--- src/rtl/key_pkg.sv ---
// Shared types and 100 MHz default timing constants for the key conditioning blocks.
package key_pkg;

  typedef enum logic [1:0] {
    IDLE,
    HELD,
    REPEAT
  } key_state_t;

  localparam int unsigned STABLE_CYCLES_DEF = 1_000_000;
  localparam int unsigned HOLD_CYCLES_DEF   = 50_000_000;
  localparam int unsigned REPEAT_CYCLES_DEF = 10_000_000;

  function automatic int unsigned maxU(input int unsigned a, input int unsigned b);
    return (a > b) ? a : b;
  endfunction

endpackage

--- src/rtl/sync_2ff.sv ---
// Generic two-flop synchroniser for asynchronous inputs, with a configurable reset value.
module sync_2ff #(
  parameter int unsigned           WIDTH     = 1,
  parameter logic [WIDTH-1:0]      RESET_VAL = '0
) (
  input  logic             clk_i,
  input  logic             rst_ni,
  input  logic [WIDTH-1:0] d_i,
  output logic [WIDTH-1:0] q_o
);

  logic [WIDTH-1:0] meta_q;
  logic [WIDTH-1:0] sync_q;

  always_ff @(posedge clk_i or negedge rst_ni) begin
    if (!rst_ni) begin
      meta_q <= RESET_VAL;
      sync_q <= RESET_VAL;
    end else begin
      meta_q <= d_i;
      sync_q <= meta_q;
    end
  end

  assign q_o = sync_q;

endmodule

--- src/rtl/key_debounce.sv ---
// Step-button conditioner: synchronise, debounce, then emit press/release/auto-repeat pulses.
module key_debounce
  import key_pkg::*;
#(
  parameter int unsigned STABLE_CYCLES = STABLE_CYCLES_DEF,
  parameter int unsigned HOLD_CYCLES   = HOLD_CYCLES_DEF,
  parameter int unsigned REPEAT_CYCLES = REPEAT_CYCLES_DEF,
  parameter bit          REPEAT_EN     = 1'b1
) (
  input  logic clk100_i,
  input  logic rstn_i,
  input  logic key_i,
  output logic key_level_o,
  output logic key_press_o,
  output logic key_release_o,
  output logic key_repeat_o
);

  localparam int unsigned CNT_W = $clog2(STABLE_CYCLES);
  localparam int unsigned TMR_W = $clog2(maxU(HOLD_CYCLES, REPEAT_CYCLES));

  logic             keySync;
  logic             sampledPress;
  logic             accept;
  logic             holdDone;
  logic             repDone;

  logic [CNT_W-1:0] stableCnt_q, stableCnt_d;
  logic             level_q, level_d;
  key_state_t       state_q, state_d;
  logic [TMR_W-1:0] timer_q, timer_d;
  logic             press_q, press_d;
  logic             release_q, release_d;
  logic             repeat_q, repeat_d;

  sync_2ff #(
    .WIDTH     (1),
    .RESET_VAL (1'b1)
  ) u_sync (
    .clk_i  (clk100_i),
    .rst_ni (rstn_i),
    .d_i    (key_i),
    .q_o    (keySync)
  );

  // Button is active-low; work in "1 = pressed" from here on.
  assign sampledPress = ~keySync;

  always_comb begin
    stableCnt_d = '0;
    level_d     = level_q;
    accept      = 1'b0;
    if (sampledPress != level_q) begin
      if (stableCnt_q == CNT_W'(STABLE_CYCLES - 1)) begin
        accept  = 1'b1;
        level_d = sampledPress;
      end else begin
        stableCnt_d = stableCnt_q + CNT_W'(1);
      end
    end
  end

  assign holdDone = (timer_q == TMR_W'(HOLD_CYCLES - 1));
  assign repDone  = (timer_q == TMR_W'(REPEAT_CYCLES - 1));

  // HELD and REPEAT share one timer; an accepted release always beats a timer expiry.
  always_comb begin
    state_d   = state_q;
    timer_d   = timer_q;
    press_d   = 1'b0;
    release_d = 1'b0;
    repeat_d  = 1'b0;
    case (state_q)
      IDLE: begin
        if (accept && sampledPress) begin
          state_d = HELD;
          press_d = 1'b1;
          timer_d = '0;
        end
      end
      HELD: begin
        if (accept) begin
          state_d   = IDLE;
          release_d = 1'b1;
          timer_d   = '0;
        end else if (holdDone) begin
          timer_d = '0;
          if (REPEAT_EN) begin
            state_d  = REPEAT;
            repeat_d = 1'b1;
          end
        end else begin
          timer_d = timer_q + TMR_W'(1);
        end
      end
      REPEAT: begin
        if (accept) begin
          state_d   = IDLE;
          release_d = 1'b1;
          timer_d   = '0;
        end else if (repDone) begin
          repeat_d = 1'b1;
          timer_d  = '0;
        end else begin
          timer_d = timer_q + TMR_W'(1);
        end
      end
      default: begin
        state_d = IDLE;
        timer_d = '0;
      end
    endcase
  end

  always_ff @(posedge clk100_i or negedge rstn_i) begin
    if (!rstn_i) begin
      stableCnt_q <= '0;
      level_q     <= 1'b0;
      state_q     <= IDLE;
      timer_q     <= '0;
      press_q     <= 1'b0;
      release_q   <= 1'b0;
      repeat_q    <= 1'b0;
    end else begin
      stableCnt_q <= stableCnt_d;
      level_q     <= level_d;
      state_q     <= state_d;
      timer_q     <= timer_d;
      press_q     <= press_d;
      release_q   <= release_d;
      repeat_q    <= repeat_d;
    end
  end

  assign key_level_o   = level_q;
  assign key_press_o   = press_q;
  assign key_release_o = release_q;
  assign key_repeat_o  = repeat_q;

endmodule
--- config.mk ---
export PLATFORM = sky130hd
export DESIGN_NAME = key_debounce
export DESIGN_NICKNAME = d
export VERILOG_FILES = /design/src/rtl/key_pkg.sv /design/src/rtl/sync_2ff.sv /design/src/rtl/key_debounce.sv
export SDC_FILE = /design/constraint.sdc
export NUM_CORES = 1
export LEC_CHECK = 0
export BUFFER_PORTS_ARGS = -buffer_cell sky130_fd_sc_hd__buf_2
export CAP_MARGIN = 10
export CORE_MARGIN = 8
export CORE_UTILIZATION = 35
export CTS_CLUSTER_DIAMETER = 60
export DETAILED_ROUTE_END_ITERATION = 10
export GPL_TIMING_DRIVEN = 1
export PLACE_DENSITY = 0.53
export SLEW_MARGIN = 20
export SYNTH_ARGS = -nofsm -noshare
export SYNTH_HDL_FRONTEND = slang
export SYNTH_SLANG_ARGS = --single-unit
--- constraint.sdc ---
create_clock -name clk100_i -period 6 [get_ports clk100_i]
set_input_delay 0 -clock clk100_i [delete_from_list [all_inputs] [get_ports clk100_i]]
set_output_delay 0 -clock clk100_i [all_outputs]
set_load 0.03 [all_outputs]
==> impl_metrics.csv <==
group,metric,value,unit
yosys,syn_inst,308,
die,top_level_ports,7,
timing,setup_viol,0,
yosys,syn_nets,316,
timing,whs,0.324,ns
route,wl_per_cell,15.2,um
yosys,syn_area,0.00290,mm2
grt,gr-usage-all-layers,0.117,
yosys,avgSynthCellArea,9.42,um2
route,postRouteAntennaNets,0,
route,drc,0,
finish,area_growth,10.4,%
yosys,ys_ff_latch,54,
place,place_hpwl,4.27,mm
power_and_ir_drop,total_power,0.682,mW
route,finalWirelength,6.41,mm
route,top_layer,"met4",
timing,worst_slack,3.21,ns
place,dpl_cell_area,0.00304,mm2
finish,final-instance-count-excl-fill,421,
die,row_count,33,
route,met3WireLength,198,um
yosys,yosysMostFrequentCell,"dfrtp_1",
clock_tree,clkSlewWorstSetupHoldPaths,0.10,ns
setup_path,path_class,"reg -> reg",
die,die_area,0.0115,mm2
timing,hold_viol_final,0,
yosys,yosysSeqAreaShare,0.467,
die,core,0.00813,mm2
yosys,ys_types,39,
die,start_util,0.357,
grt,antenna_found_initial,0,
route,drt-pass1-iter-count,4,
yosys,synth_top_cell_area_share,0.449,
clock_tree,postCtsSetupBuffers,0,
place,place_ws,3.24,ns
place,gp_congestion,0.784,
finish,nets,323,
route,route.met2.wl,2.82,mm
yosys,yosys.area.top_type,"dfrtp_1",
die,die_y,107,um
finish,final_area,0.00320,mm2
yosys,async_flop_share,1.00,
setup_path,required,6.16,ns
timing,skew,0.00466,ns
clock_tree,htreeDepth,2,
job,drv_cap,0,
power_and_ir_drop,ir_drop,0.0000782,V
power_and_ir_drop,cellLeakagePower,1.36,nW
clock_tree,tritoncts,"built",
timing,period_needed,2.79,ns
timing,tightest_slew,1.01,ns
finish,layout-drive-gt1-share,0.0728,
die,die_w,107,um
timing,finalMaxSlewViolations,0,
grt,grt_overflow,0,
route,viasPerCell,5.53,
grt,grt_pass1_wl,10.9,mm
finish,utilization,0.393,
clock_tree,clock_path_buffers,2,
setup_path,cp-end-kind,"flip-flop",
min_path,min-delay-path-class,"in -> reg",
timing,timing.fmax,0.358,GHz
timing,finalSetupTns,0,ns
clock_tree,clk_latency,0.31,ns
timing,relSlewSlack,0.318,
place,dpl.cell_count,411,
yosys,synth_ff_type,"dfrtp_1",
grt,grt_max_degree,55,
setup_path,cp.arrival,2.96,ns
yosys,yosysWarningCount,0,
place,portBuffers,6,
yosys,synth_area_leaders,"dfrtp_1, a22oi_1, xor2_1",
timing,rsz0062_at_grt,"false",
power_and_ir_drop,powerDensity,213,mW/mm2
route,num_vias,2328,
setup_path,cp_max_fo,19,
clock_tree,cts_buffers,5,
yosys,synth_common_cells,"dfrtp_1, nor2_1, nand2_1, a22oi_1, nand3_1",
run_status,status,"finished clean",
clock_tree,cts_root_buffer,"clkbuf_8",
route,m1WireLength,3.30,mm
yosys,synth_edf_count,0,
timing,period_share,0.466,
finish,antenna_cells,0,
setup_path,worst_setup_path_start_kind,"flip-flop",
route,drtIter0Drc,92,
grt,grt_pass1_vias,2130,
clock_tree,cts.sinks,54,
[flip-flops by register name, summed over array words and instances, names as in the netlist]
name	cells
stableCnt_q	20
u_sync.meta_q	1
u_sync.q_o	1
key_press_o	1
timer_q	26
key_repeat_o	1
key_release_o	1
state_q	2
key_level_o	1
[power by group]
group	internal, mW	total [mW]	switching [mW]	leakage, nW
sequential	0.367	0.369	0.00261	0.745
clock	0.167	0.297	0.130	0.0683
combinational	0.00395	0.0155	0.0116	0.548
total	0.538	0.682	0.144	1.36
[repair_timing]
item / CTS / global route
hold buffers: 2 / 0
resized for setup: 0 / 0
hold endpoints to repair: 53 / 0
[cell families after synthesis]
group / Yosys count / share of synthesized area
flops: 54 / 0.467
buf+inv: 22 / 0.0298
fa+ha+maj: 5 / 0.0216
compound gates: 66 / 0.156
simple gates: 141 / 0.266
xor+xnor: 20 / 0.0604
[cell usage in the layout, fill, tap and decap left out, drive strengths merged, types with 9 or more instances in the layout]
| cell type | synthesis | routed |
|---|---|---|
| inv | 10 | 10 |
| and3 | 9 | 9 |
| a22oi | 23 | 23 |
| or4 | 11 | 11 |
| o31ai | 10 | 10 |
| or3 | 12 | 12 |
| nand4 | 14 | 14 |
| o21ai | 17 | 17 |
| xor2 | 14 | 14 |
| nor2 | 29 | 29 |
| nand3 | 18 | 18 |
| nand2 | 26 | 26 |
| buf | 4 | 10 |
| dfrtp | 52 | 52 |
[worst paths after layout]
| path | from | depth (start not counted) | endpoint | slack [ns] |
|---|---|---|---|---|
| worst min-delay path | key_i | 2 | u_sync.meta_q$_DFF_PN1_ | 0.32 |
| worst max register to register | timer_q[0]$_DFFE_PN0P_ | 7 | timer_q[8]$_DFFE_PN0P_ | 3.21 |
| worst max-delay path | timer_q[0]$_DFFE_PN0P_ | 7 | timer_q[8]$_DFFE_PN0P_ | 3.21 |
| worst min register to register | u_sync.meta_q$_DFF_PN1_ | 0 | u_sync.q_o$_DFF_PN1_ | 0.36 |
| max in group asynchronous | rstn_i | 3 | timer_q[3]$_DFFE_PN0P_ | 5.17 |
| min in group asynchronous | rstn_i | 3 | stableCnt_q[15]$_DFF_PN0_ | 0.34 |
[worst max-delay path: stages (launching register included)]
cell	delay [ns]
dfrtp_1	0.42
ha_1	0.25
nand4_1	0.22
or4b_1	0.55
o31a_1	0.34
o21ai_1	0.39
buf_4	0.33
a22oi_1	0.13
[area by class of cell]
cell class | instances | area, um2
flip-flops and latches | 54 | 1350
fillers | 813 | 4930
well taps | 105 | 131
clock inverters | 3 | 68.8
inverters | 10 | 37.5
clock buffers | 5 | 68.8
repair buffers | 12 | 80.1
multi-input cells | 232 | 1460
[metal layers]
| metal | track usage | up-vias |
|---|---|---|
| li1 | - | 1169 |
| met1 | 0.174 | 1129 |
| met2 | 0.164 | 24 |
| met3 | 0.0216 | 6 |
| met4 | 0.0432 | 0 |
| met5 | 0 | - |
Note: power is estimated with default switching activity, not from simulation.
